## config.mk

```make
export PLATFORM = sky130hd
export DESIGN_NAME = mc_control
export DESIGN_NICKNAME = d
export VERILOG_FILES = /design/src/rtl/mc_pkg.sv /design/src/rtl/mem_wait_timer.sv /design/src/rtl/mc_control.sv
export SDC_FILE = /design/constraint.sdc
export NUM_CORES = 1
export LEC_CHECK = 0
export CAP_MARGIN = 20
export CORE_MARGIN = 2
export CORE_UTILIZATION = 30
export CTS_CLUSTER_DIAMETER = 150
export DETAILED_ROUTE_END_ITERATION = 10
export PLACE_DENSITY = 0.61
export SLEW_MARGIN = 20
export SYNTH_ARGS = -nofsm -noshare
export SYNTH_HDL_FRONTEND = slang
export SYNTH_SLANG_ARGS = --single-unit
```

## constraint.sdc

```tcl
create_clock -name Clk -period 4.7 [get_ports Clk]
set_input_delay 0.94 -clock Clk [delete_from_list [all_inputs] [get_ports Clk]]
set_output_delay 0.94 -clock Clk [all_outputs]
set_load 0.02 [all_outputs]
```

## src/rtl/mc_pkg.sv

```systemverilog
// Shared state encoding and opcode constants for the multi-cycle controller.
// The helper identifies the states that hold a memory request open.
package mc_pkg;

    localparam logic [2:0] ST_IDLE   = 3'd0;
    localparam logic [2:0] ST_FETCH  = 3'd1;
    localparam logic [2:0] ST_DECODE = 3'd2;
    localparam logic [2:0] ST_EXEC   = 3'd3;
    localparam logic [2:0] ST_MEM    = 3'd4;
    localparam logic [2:0] ST_WB     = 3'd5;
    localparam logic [2:0] ST_ERROR  = 3'd6;

    localparam logic [1:0] OP_ADD = 2'b00;
    localparam logic [1:0] OP_LW  = 2'b01;
    localparam logic [1:0] OP_SW  = 2'b10;
    localparam logic [1:0] OP_JMP = 2'b11;

    function automatic logic is_wait_state(input logic [2:0] st);
        return (st == ST_FETCH) || (st == ST_MEM);
    endfunction

endpackage

```

## src/rtl/mem_wait_timer.sv

```systemverilog
// Counts request cycles without an acknowledge.
// expired flags the cycle whose missing ack would reach LIMIT; it is combinational and is gated by en.
module mem_wait_timer #(
    parameter int LIMIT = 15
) (
    input  logic clk,
    input  logic rst_n,
    input  logic clr,
    input  logic en,
    output logic expired
);

    logic [7:0] cnt;

    assign expired = en && (cnt == 8'(LIMIT - 1));

    always_ff @(posedge clk or negedge rst_n) begin
        if (!rst_n) begin
            cnt <= 8'd0;
        end else if (clr) begin
            cnt <= 8'd0;
        end else if (en && !expired) begin
            cnt <= cnt + 8'd1;
        end
    end

endmodule

```

## src/rtl/mc_control.sv

```systemverilog
// Multi-cycle CPU controller: FETCH/DECODE/EXEC/MEM/WB sequencing, memory wait timeout, retire counter.
// Optional single-step input is built when STEP_EN is defined; outputs depend on state and registers only.
module mc_control
    import mc_pkg::*;
#(
    parameter int MEM_TIMEOUT = 15,
    parameter int CNT_W       = 16
) (
    input  logic             Clk,
    input  logic             Reset_n,
    input  logic             Run,
    input  logic [1:0]       Opcode,
    input  logic             Mem_Ack,
`ifdef STEP_EN
    input  logic             Step,
`endif
    output logic             Mem_Req,
    output logic             Mem_Write,
    output logic             IR_Load,
    output logic             PC_Inc,
    output logic             PC_Load,
    output logic             RegDst,
    output logic             RegWrite,
    output logic             Clear,
    output logic             Busy,
    output logic             Timeout,
    output logic [CNT_W-1:0] Instr_Count
);

    logic [2:0]       state;
    logic [2:0]       state_nxt;
    logic [2:0]       retire_nxt;
    logic [1:0]       op_q;
    logic             mem_req;
    logic             ack;
    logic             expired;
    logic             retire;
    logic             start;
    logic             resume;
    logic             timeout_q;
    logic             ir_load_q;
    logic             pc_inc_q;
    logic             pc_load_q;
    logic [CNT_W-1:0] cnt_q;

    assign mem_req = is_wait_state(state);
    assign ack     = mem_req && Mem_Ack;

    mem_wait_timer #(
        .LIMIT (MEM_TIMEOUT)
    ) u_timer (
        .clk     (Clk),
        .rst_n   (Reset_n),
        .clr     (!(mem_req && !Mem_Ack)),
        .en      (mem_req && !Mem_Ack),
        .expired (expired)
    );

`ifdef STEP_EN
    logic step_q;
    logic single_q;
    logic step_rise;

    assign step_rise = Step && !step_q;
    assign start     = Run || step_rise;
    assign resume    = Run && !single_q;

    // A step edge seen in IDLE arms one-shot execution until the next retirement.
    always_ff @(posedge Clk or negedge Reset_n) begin
        if (!Reset_n) begin
            step_q   <= 1'b0;
            single_q <= 1'b0;
        end else begin
            step_q <= Step;
            if ((state == ST_IDLE) && step_rise) begin
                single_q <= 1'b1;
            end else if (retire) begin
                single_q <= 1'b0;
            end
        end
    end
`else
    assign start  = Run;
    assign resume = Run;
`endif

    assign retire_nxt = resume ? ST_FETCH : ST_IDLE;

    assign retire = ((state == ST_DECODE) && (Opcode == OP_JMP)) ||
                    ((state == ST_MEM) && ack && (op_q == OP_SW)) ||
                    (state == ST_WB);

    always_comb begin
        state_nxt = state;
        case (state)
            ST_IDLE:   if (start) state_nxt = ST_FETCH;
            ST_FETCH: begin
                if (ack)          state_nxt = ST_DECODE;
                else if (expired) state_nxt = ST_ERROR;
            end
            ST_DECODE: state_nxt = (Opcode == OP_JMP) ? retire_nxt : ST_EXEC;
            ST_EXEC:   state_nxt = (op_q == OP_ADD) ? ST_WB : ST_MEM;
            ST_MEM: begin
                // An ack on the expiring cycle takes priority over the timeout.
                if (ack)          state_nxt = (op_q == OP_SW) ? retire_nxt : ST_WB;
                else if (expired) state_nxt = ST_ERROR;
            end
            ST_WB:     state_nxt = retire_nxt;
            ST_ERROR:  state_nxt = ST_ERROR;
            default:   state_nxt = ST_ERROR;
        endcase
    end

    always_ff @(posedge Clk or negedge Reset_n) begin
        if (!Reset_n) begin
            state     <= ST_IDLE;
            op_q      <= OP_ADD;
            timeout_q <= 1'b0;
            ir_load_q <= 1'b0;
            pc_inc_q  <= 1'b0;
            pc_load_q <= 1'b0;
            cnt_q     <= '0;
        end else begin
            state     <= state_nxt;
            ir_load_q <= (state == ST_FETCH) && ack;
            pc_inc_q  <= (state == ST_FETCH) && ack;
            pc_load_q <= (state == ST_DECODE) && (Opcode == OP_JMP);
            if (state == ST_DECODE) begin
                op_q <= Opcode;
            end
            if (state_nxt == ST_ERROR) begin
                timeout_q <= 1'b1;
            end
            if (retire && (cnt_q != {CNT_W{1'b1}})) begin
                cnt_q <= cnt_q + CNT_W'(1);
            end
        end
    end

    assign Mem_Req     = mem_req;
    assign Mem_Write   = (state == ST_MEM) && (op_q == OP_SW);
    assign IR_Load     = ir_load_q;
    assign PC_Inc      = pc_inc_q;
    assign PC_Load     = pc_load_q;
    assign RegWrite    = (state == ST_WB);
    assign RegDst      = (state == ST_WB) && (op_q == OP_ADD);
    assign Clear       = (state != ST_WB);
    assign Busy        = (state != ST_IDLE) && (state != ST_ERROR);
    assign Timeout     = timeout_q;
    assign Instr_Count = cnt_q;

endmodule

```

==> results.sh, run 1 <==
export IMPL_run_status="finished, final reports clean"
export IMPL_hp_class="reg2reg"
export IMPL_synth_flop_cell="dfrtp_1"
export IMPL_drc=0
export IMPL_synthSimpleGateAreaFrac_pct=26.0
export IMPL_synth_top_cell_area_share_pct=48.8
export IMPL_wl_per_cell_um=12.6
export IMPL_die_width_um=78.0
export IMPL_ctsHoldBuffers=0
export IMPL_htreeDepth=2
export IMPL_yosysMostFrequentCell="dfrtp_1"
export IMPL_hold_slack_ns=0.485
export IMPL_synth_compound_area_share_pct=5.49
export IMPL_antenna_cells=0
export IMPL_final_hold_viol_count=0
export IMPL_grt_max_degree=33
export IMPL_ctsResizeCount=0
export IMPL_track_usage_pct=11.9
export IMPL_clock_latency_ns=0.29
export IMPL_hold_path_endpoint="Timeout"
export IMPL_portBuffers=31
export IMPL_cp_max_fo=11
export IMPL_cp_arrival_ns=2.00
export IMPL_ys_seq_area_share_pct=48.8
export IMPL_rsz0062_at_grt="no"
export IMPL_io_pins=32
export IMPL_vias=1285
export IMPL_antenna_found_initial=0
export IMPL_drive_above_1_share_pct=8.76
export IMPL_async_flop_share_pct=100
export IMPL_syn_avg_cell_area_um2=10.2
export IMPL_fillers=520
export IMPL_r2r_end="Instr_Count[14]"
export IMPL_drt_iter0_markers=60
export IMPL_start_kind="flip-flop"
export IMPL_multi_input_area_um2=783
export IMPL_via_per_inst=4.87
export IMPL_irDropWorstVdd_mv=0.201
export IMPL_path_class="reg2out"
export IMPL_cts_root_buf="clkbuf_8"
export IMPL_synth_top_family_by_area="simple AND/OR/NAND/NOR gates"
export IMPL_cp_required_ns=3.76
export IMPL_slew_headroom_pct=61.3
export IMPL_grt_pass1_wl_mm=5.63
export IMPL_core_rowCount=26
export IMPL_synthesis_area_um2=1640
export IMPL_holdPathStages=2
export IMPL_synth_fp_nets=170
export IMPL_r2r_cells=5
export IMPL_timing_final_crit_period_ns=2.94
export IMPL_yosys_register_bits=32
export IMPL_place_congestion=0.910
export IMPL_powerDensity_nw_per_um2=475
export IMPL_grt_pass1_vias=1188
export IMPL_postCtsSetupRepairBufs=0
export IMPL_coreArea_um2=5200
export IMPL_maxCapViolCount=0
export IMPL_die_height_um=78.0
export IMPL_synthMuxAreaShare_pct=2.74
export IMPL_clk_pin_slew_ns=0.07
export IMPL_finalSetupTns_ns=0
export IMPL_synth_distinct_cells=36
export IMPL_drt_wl_total_mm=3.33
export IMPL_cts_buffer_depth=2
export IMPL_synthCells=161
export IMPL_r2r_start="state[0]"
export IMPL_overflow=0
export IMPL_hold_start="Timeout"
export IMPL_cts_sinks=32
export IMPL_num_nets_final=203
export IMPL_finalCritPeriodShare_pct=62.6
export IMPL_synth_edff_count=0
export IMPL_finClkSkew_ns=0.00671
export IMPL_cts_tree="built"
export IMPL_cts_buffers=5
export IMPL_ant_nets=0
export IMPL_p_leak_nw=0.881
export IMPL_dp_hpwl_mm=2.30
export IMPL_r2r_slack_ns=2.67
export IMPL_synth_xor_area_share_pct=11.2
export IMPL_first_pass_iters=4
export IMPL_area_growth_pct=26.8
export IMPL_regArea_um2=801
export IMPL_slew_viol_final=0
export IMPL_die_area_um2=6080
export IMPL_end_kind="output port"
export IMPL_initial_core_util_pct=31.5
export IMPL_worstMarginPinSlew_ns=0.581
export IMPL_yosys_warnings=0
export IMPL_synthTopCellsByCount="dfrtp_1 (32), nor2_1 (17), nand2_1 (13)"
export IMPL_synthTopCellsByArea="dfrtp_1 (49%), xnor2_1 (6.4%), xor2_1 (4.8%)"
export IMPL_synth_adder_area_share_pct=2.29
export IMPL_max_freq_mhz=340
export IMPL_finalSetupViolCount=0
export IMPL_synth_top_cell_by_area="dfrtp_1"
through the flow:
step           utilization (%)  power, mW  setup slack, ns  instances  area [um2]
2_1_floorplan                -      0.668             2.27        161        1640
4_1_cts                   40.0       1.00             1.73        264        2080
3_3_place_gp              38.5      0.798             1.91        257        2000
6_report                  40.0      0.988             1.76        264        2080
3_5_place_dp              38.5      0.797             1.85        257        2000
5_1_grt                   40.0       1.05             1.64        264        2080
layer usage:
metal  GRT usage, %  vias to the layer above  share of wire, %
li1               -                      627                 -
met1           14.4                      618                46
met2           19.0                       33                47
met3           3.84                        7               4.5
met4           5.79                        0               1.9
met5              0                        -                 0
layout make-up:
class	count	share of cell area, %
Timing Repair Buffer	32	15.3
Clock inverter	1	0.240
Tap cell	70	4.21
Multi-Input combinational cell	119	37.6
Clock buffer	6	3.49
Inverter	4	0.721
Sequential cell	32	38.5
layout by cell type (no fill, tap or decap), types with 5 or more instances in the layout:
cell type / count
clkbuf_8: 5
dfrtp_1: 32
xnor2_1: 12
nor2_1: 17
xor2_1: 9
clkdlybuf4s50_1: 31
nand2_1: 13
nand3_1: 10
nand4_1: 9
how the worst max path moves through the flow:
stage,start,end,depth (start not counted)
floorplan,state[0],RegDst,4
global placement,Mem_Ack,Instr_Count[5],6
detailed placement,Mem_Ack,Instr_Count[5],6
CTS,state[2],RegDst,4
global route,state[2],RegDst,4
finish,state[2],RegDst,4
worst max-delay path, cell delays in order (launching register included):
cell	delay, ns
dfrtp_1	0.57
and2b_4	0.25
nand2_1	0.09
nor3_1	0.17
clkdlybuf4s50_1	0.63
registers in the layout, indices dropped and copies added (netlist names):
register	flops
Instr_Count	16
u_timer.cnt	8
state	3
op_q	2
PC_Inc	1
PC_Load	1
Timeout	1
power by group:
group          switching [mW]  total (mW)  leakage, nW  internal [mW]
logic                   0.179       0.364        0.415          0.185
clock network          0.0997       0.200       0.0410          0.101
registers              0.0968       0.424        0.424          0.327
logic make-up after synthesis:
kind of cell             Yosys count
buffers and inverters             10
adder cells (fa/ha/maj)            3
flip-flops                        32
AND/OR/NAND/NOR                   77
multiplexers                       4
AO/OA/AOI/OAI                     14
XOR/XNOR                          21
Note: power is estimated with default switching activity, not from simulation.
==> run 2, diff against run 1 <==
- clock period: 4.7 -> 3 ns (I/O delays scaled with it)
==> run 2 against run 1 <==
  * Worst setup slack lost 1.4 ns
  * Sequential cell count is the same
  * Sequential power grew 58%
  * First-iteration DRC count grew 5.0%
==> results.sh, run 2 (synthesis gave the netlist of run 1 again) <==
export IMPL_grt_pass1_vias=1196
export IMPL_cts_buffer_depth=2
export IMPL_fin_cells=265
export IMPL_fin_util_pct=40.3
export IMPL_drc=0
export IMPL_finalSetupViolCount=0
export IMPL_timing_final_crit_period_ns=2.64
export IMPL_p_leak_nw=0.891
export IMPL_crit_buf_inv=1
export IMPL_run_status="finished, final reports clean"
export IMPL_cts_root_buf="clkbuf_8"
export IMPL_final_area_um2=2100
export IMPL_end_kind="output port"
export IMPL_drt_wl_total_mm=3.34
export IMPL_place_inst=257
export IMPL_cts_sinks=32
export IMPL_dpl_instance_area_um2=2000
export IMPL_initial_core_util_pct=31.5
export IMPL_io_pins=32
export IMPL_cts_buffers=5
export IMPL_coreArea_um2=5200
export IMPL_core_rowCount=26
export IMPL_maxCapViolCount=0
export IMPL_cp_arrival_ns=2.04
export IMPL_grt_pass1_wl_mm=5.78
export IMPL_irDropWorstVdd_mv=0.245
export IMPL_htreeDepth=2
export IMPL_die_width_um=78.0
export IMPL_vias=1251
export IMPL_slew_headroom_pct=60.8
export IMPL_antenna_cells=0
export IMPL_final_hold_viol_count=0
export IMPL_num_nets_final=203
export IMPL_cts_tree="built"
export IMPL_crit_chain="and2b_4 > nand2_1 > nor3_1 > clkdlybuf4s50_1"
export IMPL_finClkSkew_ns=0.00575
export IMPL_via_per_inst=4.72
export IMPL_slew_viol_final=0
export IMPL_first_pass_iters=4
export IMPL_drt_iter0_markers=63
export IMPL_final_cell_mix="dfrtp_1 (32), clkdlybuf4s50_1 (31), nor2_1 (17)"
export IMPL_area_growth_pct=27.7
export IMPL_postCtsSetupRepairBufs=0
export IMPL_place_congestion=0.910
export IMPL_finalCritPeriodShare_pct=88.0
export IMPL_path_class="reg2out"
export IMPL_powerDensity_nw_per_um2=757
export IMPL_max_freq_mhz=379
export IMPL_track_usage_pct=12.3
export IMPL_grt_max_degree=33
export IMPL_cp_slowest_cell="clkdlybuf4s50_1"
export IMPL_clock_latency_ns=0.29
export IMPL_wl_per_cell_um=12.6
export IMPL_cp_max_fo=11
export IMPL_dp_hpwl_mm=2.31
export IMPL_ant_nets=0
export IMPL_finalSetupTns_ns=0
export IMPL_ctsResizeCount=0
export IMPL_cp_required_ns=2.40
export IMPL_worst_path_dominant_cell_family="buffers and inverters"
export IMPL_worstMarginPinSlew_ns=0.588
export IMPL_overflow=0
export IMPL_die_area_um2=6080
export IMPL_final_common_cell="dfrtp_1"
export IMPL_worst_path_largest_cell_delay_ns=0.63
export IMPL_ctsHoldBuffers=0
export IMPL_rsz0062_at_grt="no"
export IMPL_portBuffers=31
export IMPL_start_kind="flip-flop"
export IMPL_largest_reg_flops=16
export IMPL_clk_pin_slew_ns=0.07
export IMPL_drive_above_1_share_pct=9.74
export IMPL_antenna_found_initial=0
export IMPL_die_height_um=78.0
export IMPL_hp_class="reg2reg"
[run 2: cell types whose count changed in the layout (fill, tap and decap cells not counted), sizes merged]
cell / previous run / this run
clkinv: 1 / 2
[run 2: cell type report]
cell class              instances  area, um2
clock buffers                   6       82.6
repair buffers                 32        318
inverters                       4       15.0
multi-input cells             119        783
clock inverters                 2       10.0
fillers                       520       3110
flip-flops and latches         32        801
well taps                      70       87.6
[run 2: tightest hold or removal path, cell delays in order, from the launching register on]
cell and delay [ns]:
dfrtp_1 0.34, a21oi_1 0.04, o21ai_0 0.07
[run 2: final timing paths]
check                          from              to  slack [ns]  depth (start not counted)
hold / removal              Timeout         Timeout        0.48                          2
setup / recovery           state[2]          RegDst        0.36                          4
hold reg to reg             Timeout         Timeout        0.48                          2
max in group asynchronous   Reset_n  Instr_Count[1]        2.00                          2
setup reg to reg           state[0]  Instr_Count[5]        0.96                          5
min in group asynchronous   Reset_n         op_q[0]        0.71                          2
[run 2: routing by layer]
layer | track usage [%] | part of all wire, %
met1 | 15.6 | 47
met5 | 0 | 0
met3 | 3.95 | 3.6
met4 | 6.32 | 2.6
met2 | 18.6 | 47
[run 2: per-stage QoR]
step	setup WS [ns]	hold WS [ns]	total power [mW]
CTS	0.366	0.490	1.61
detailed placement	0.512	0.479	1.25
global route	0.267	0.528	1.69
global placement	0.546	0.470	1.25
finish	0.359	0.483	1.59
floorplan	0.910	0.304	1.05
[run 2: power by group]
group | switching, mW | leakage (nW) | internal [mW]
logic | 0.282 | 0.415 | 0.290
clock network | 0.161 | 0.0510 | 0.183
registers | 0.159 | 0.424 | 0.512
total | 0.602 | 0.891 | 0.985
==> run 3, diff against run 2 <==
- CORE_MARGIN: 2 -> 4
- SLEW_MARGIN: 20 -> not set
==> run 3 against run 2 <==
  * Critical path depth unchanged
  * Clock power shrank 9.9%
  * Combinational power is 5.2% higher
  * Sequential cell count did not move
==> results.sh, run 3 (synthesis gave the netlist of run 1 again) <==
export IMPL_run_status="finished, final reports clean"
export IMPL_cts_tree="built"
export IMPL_track_usage_pct=11.0
export IMPL_end_kind="output port"
export IMPL_cts_buffers=5
export IMPL_die_height_um=82.0
export IMPL_die_area_um2=6720
export IMPL_slew_headroom_pct=65.7
export IMPL_clock_latency_ns=0.28
export IMPL_largest_reg_flops=16
export IMPL_cts_sinks=32
export IMPL_grt_pass1_vias=1240
export IMPL_drt_wl_total_mm=3.32
export IMPL_area_growth_pct=27.3
export IMPL_cp_arrival_ns=1.97
export IMPL_die_width_um=82.0
export IMPL_place_congestion=0.855
export IMPL_powerDensity_nw_per_um2=744
export IMPL_slew_viol_final=0
export IMPL_hp_class="reg2reg"
export IMPL_drive_above_1_share_pct=9.23
export IMPL_p_leak_nw=0.886
export IMPL_start_kind="flip-flop"
export IMPL_ctsResizeCount=0
export IMPL_ctsHoldBuffers=0
export IMPL_antenna_cells=0
export IMPL_grt_max_degree=33
export IMPL_cts_root_buf="clkbuf_8"
export IMPL_rsz0062_at_grt="no"
export IMPL_first_pass_iters=4
export IMPL_coreArea_um2=5200
export IMPL_io_pins=32
export IMPL_worstMarginPinSlew_ns=0.510
export IMPL_postCtsSetupRepairBufs=0
export IMPL_hold_slack_ns=0.492
export IMPL_vias=1270
export IMPL_path_class="reg2out"
export IMPL_finalSetupTns_ns=0
export IMPL_max_freq_mhz=389
export IMPL_drt_iter0_markers=84
export IMPL_final_common_cell="dfrtp_1"
export IMPL_initial_core_util_pct=31.5
export IMPL_core_rowCount=26
export IMPL_finalSetupViolCount=0
export IMPL_drc=0
export IMPL_htreeDepth=2
export IMPL_final_cell_mix="dfrtp_1 (32), clkdlybuf4s50_1 (31), nor2_1 (17)"
export IMPL_cts_buffer_depth=2
export IMPL_irDropWorstVdd_mv=0.237
export IMPL_num_nets_final=204
export IMPL_antenna_found_initial=0
export IMPL_grt_pass1_wl_mm=5.77
export IMPL_cp_max_fo=11
export IMPL_portBuffers=31
export IMPL_via_per_inst=4.79
export IMPL_finClkSkew_ns=0.00357
export IMPL_fillers=547
export IMPL_clk_pin_slew_ns=0.07
export IMPL_dp_hpwl_mm=2.38
export IMPL_final_hold_viol_count=0
export IMPL_wl_per_cell_um=12.5
export IMPL_timing_final_crit_period_ns=2.57
export IMPL_cp_required_ns=2.40
export IMPL_finalCritPeriodShare_pct=85.6
export IMPL_maxCapViolCount=0
export IMPL_overflow=0
export IMPL_ant_nets=0
==> run 3: worst max-delay path, stage by stage (launching register included) <==
cell             delay [ns]
dfrtp_1                0.57
and2b_4                0.25
nand2_1                0.08
nor3_1                 0.15
clkdlybuf4s50_1        0.63
==> run 3: final cells by class <==
cell class / instances / area (um2) / share of cell area, %
Tap cell: 70 / 87.6 / 4.19
Clock inverter: 1 / 5.00 / 0.240
Sequential cell: 32 / 801 / 38.3
Timing Repair Buffer: 33 / 325 / 15.6
Multi-Input combinational cell: 119 / 783 / 37.5
Clock buffer: 6 / 72.6 / 3.47
Inverter: 4 / 15.0 / 0.719
==> run 3: per-stage QoR <==
step                      instance area [um2]  std cells  util (%)  setup WS (ns)  power (mW)
after floorplan                          1640        161         -          0.910        1.05
after global placement                   2010        258      38.7          0.565        1.26
after detailed placement                 2010        258      38.7          0.521        1.26
after CTS                                2090        265      40.1          0.401        1.58
after global routing                     2090        265      40.1          0.280        1.67
final                                    2090        265      40.1          0.431        1.56
==> run 3: worst paths after layout <==
path / end / slack, ns / depth (start not counted) / startpoint
max reg2reg: Instr_Count[5] / 1.08 / 5 / state[2]
min in group asynchronous: Instr_Count[15] / 0.71 / 2 / Reset_n
min: Instr_Count[7] / 0.49 / 1 / Instr_Count[7]
max: RegDst / 0.43 / 4 / state[2]
max in group asynchronous: Timeout / 1.99 / 2 / Reset_n
min reg2reg: Instr_Count[7] / 0.49 / 1 / Instr_Count[7]
==> run 3: power by group <==
part / total, mW / internal [mW] / switching [mW] / leakage, nW
registers: 0.643 / 0.513 / 0.130 / 0.424
clock network: 0.310 / 0.158 / 0.153 / 0.0410
logic: 0.602 / 0.298 / 0.304 / 0.420
total: 1.56 / 0.969 / 0.587 / 0.886
==> run 3: metal layers <==
metal  part of all wire, %  wire length [um]  global-route usage [%]
met5                     0                 0                       0
met3                   3.3               110                    2.19
met4                   2.2                74                    5.98
met1                    47              1570                    14.8
met2                    47              1560                    16.6
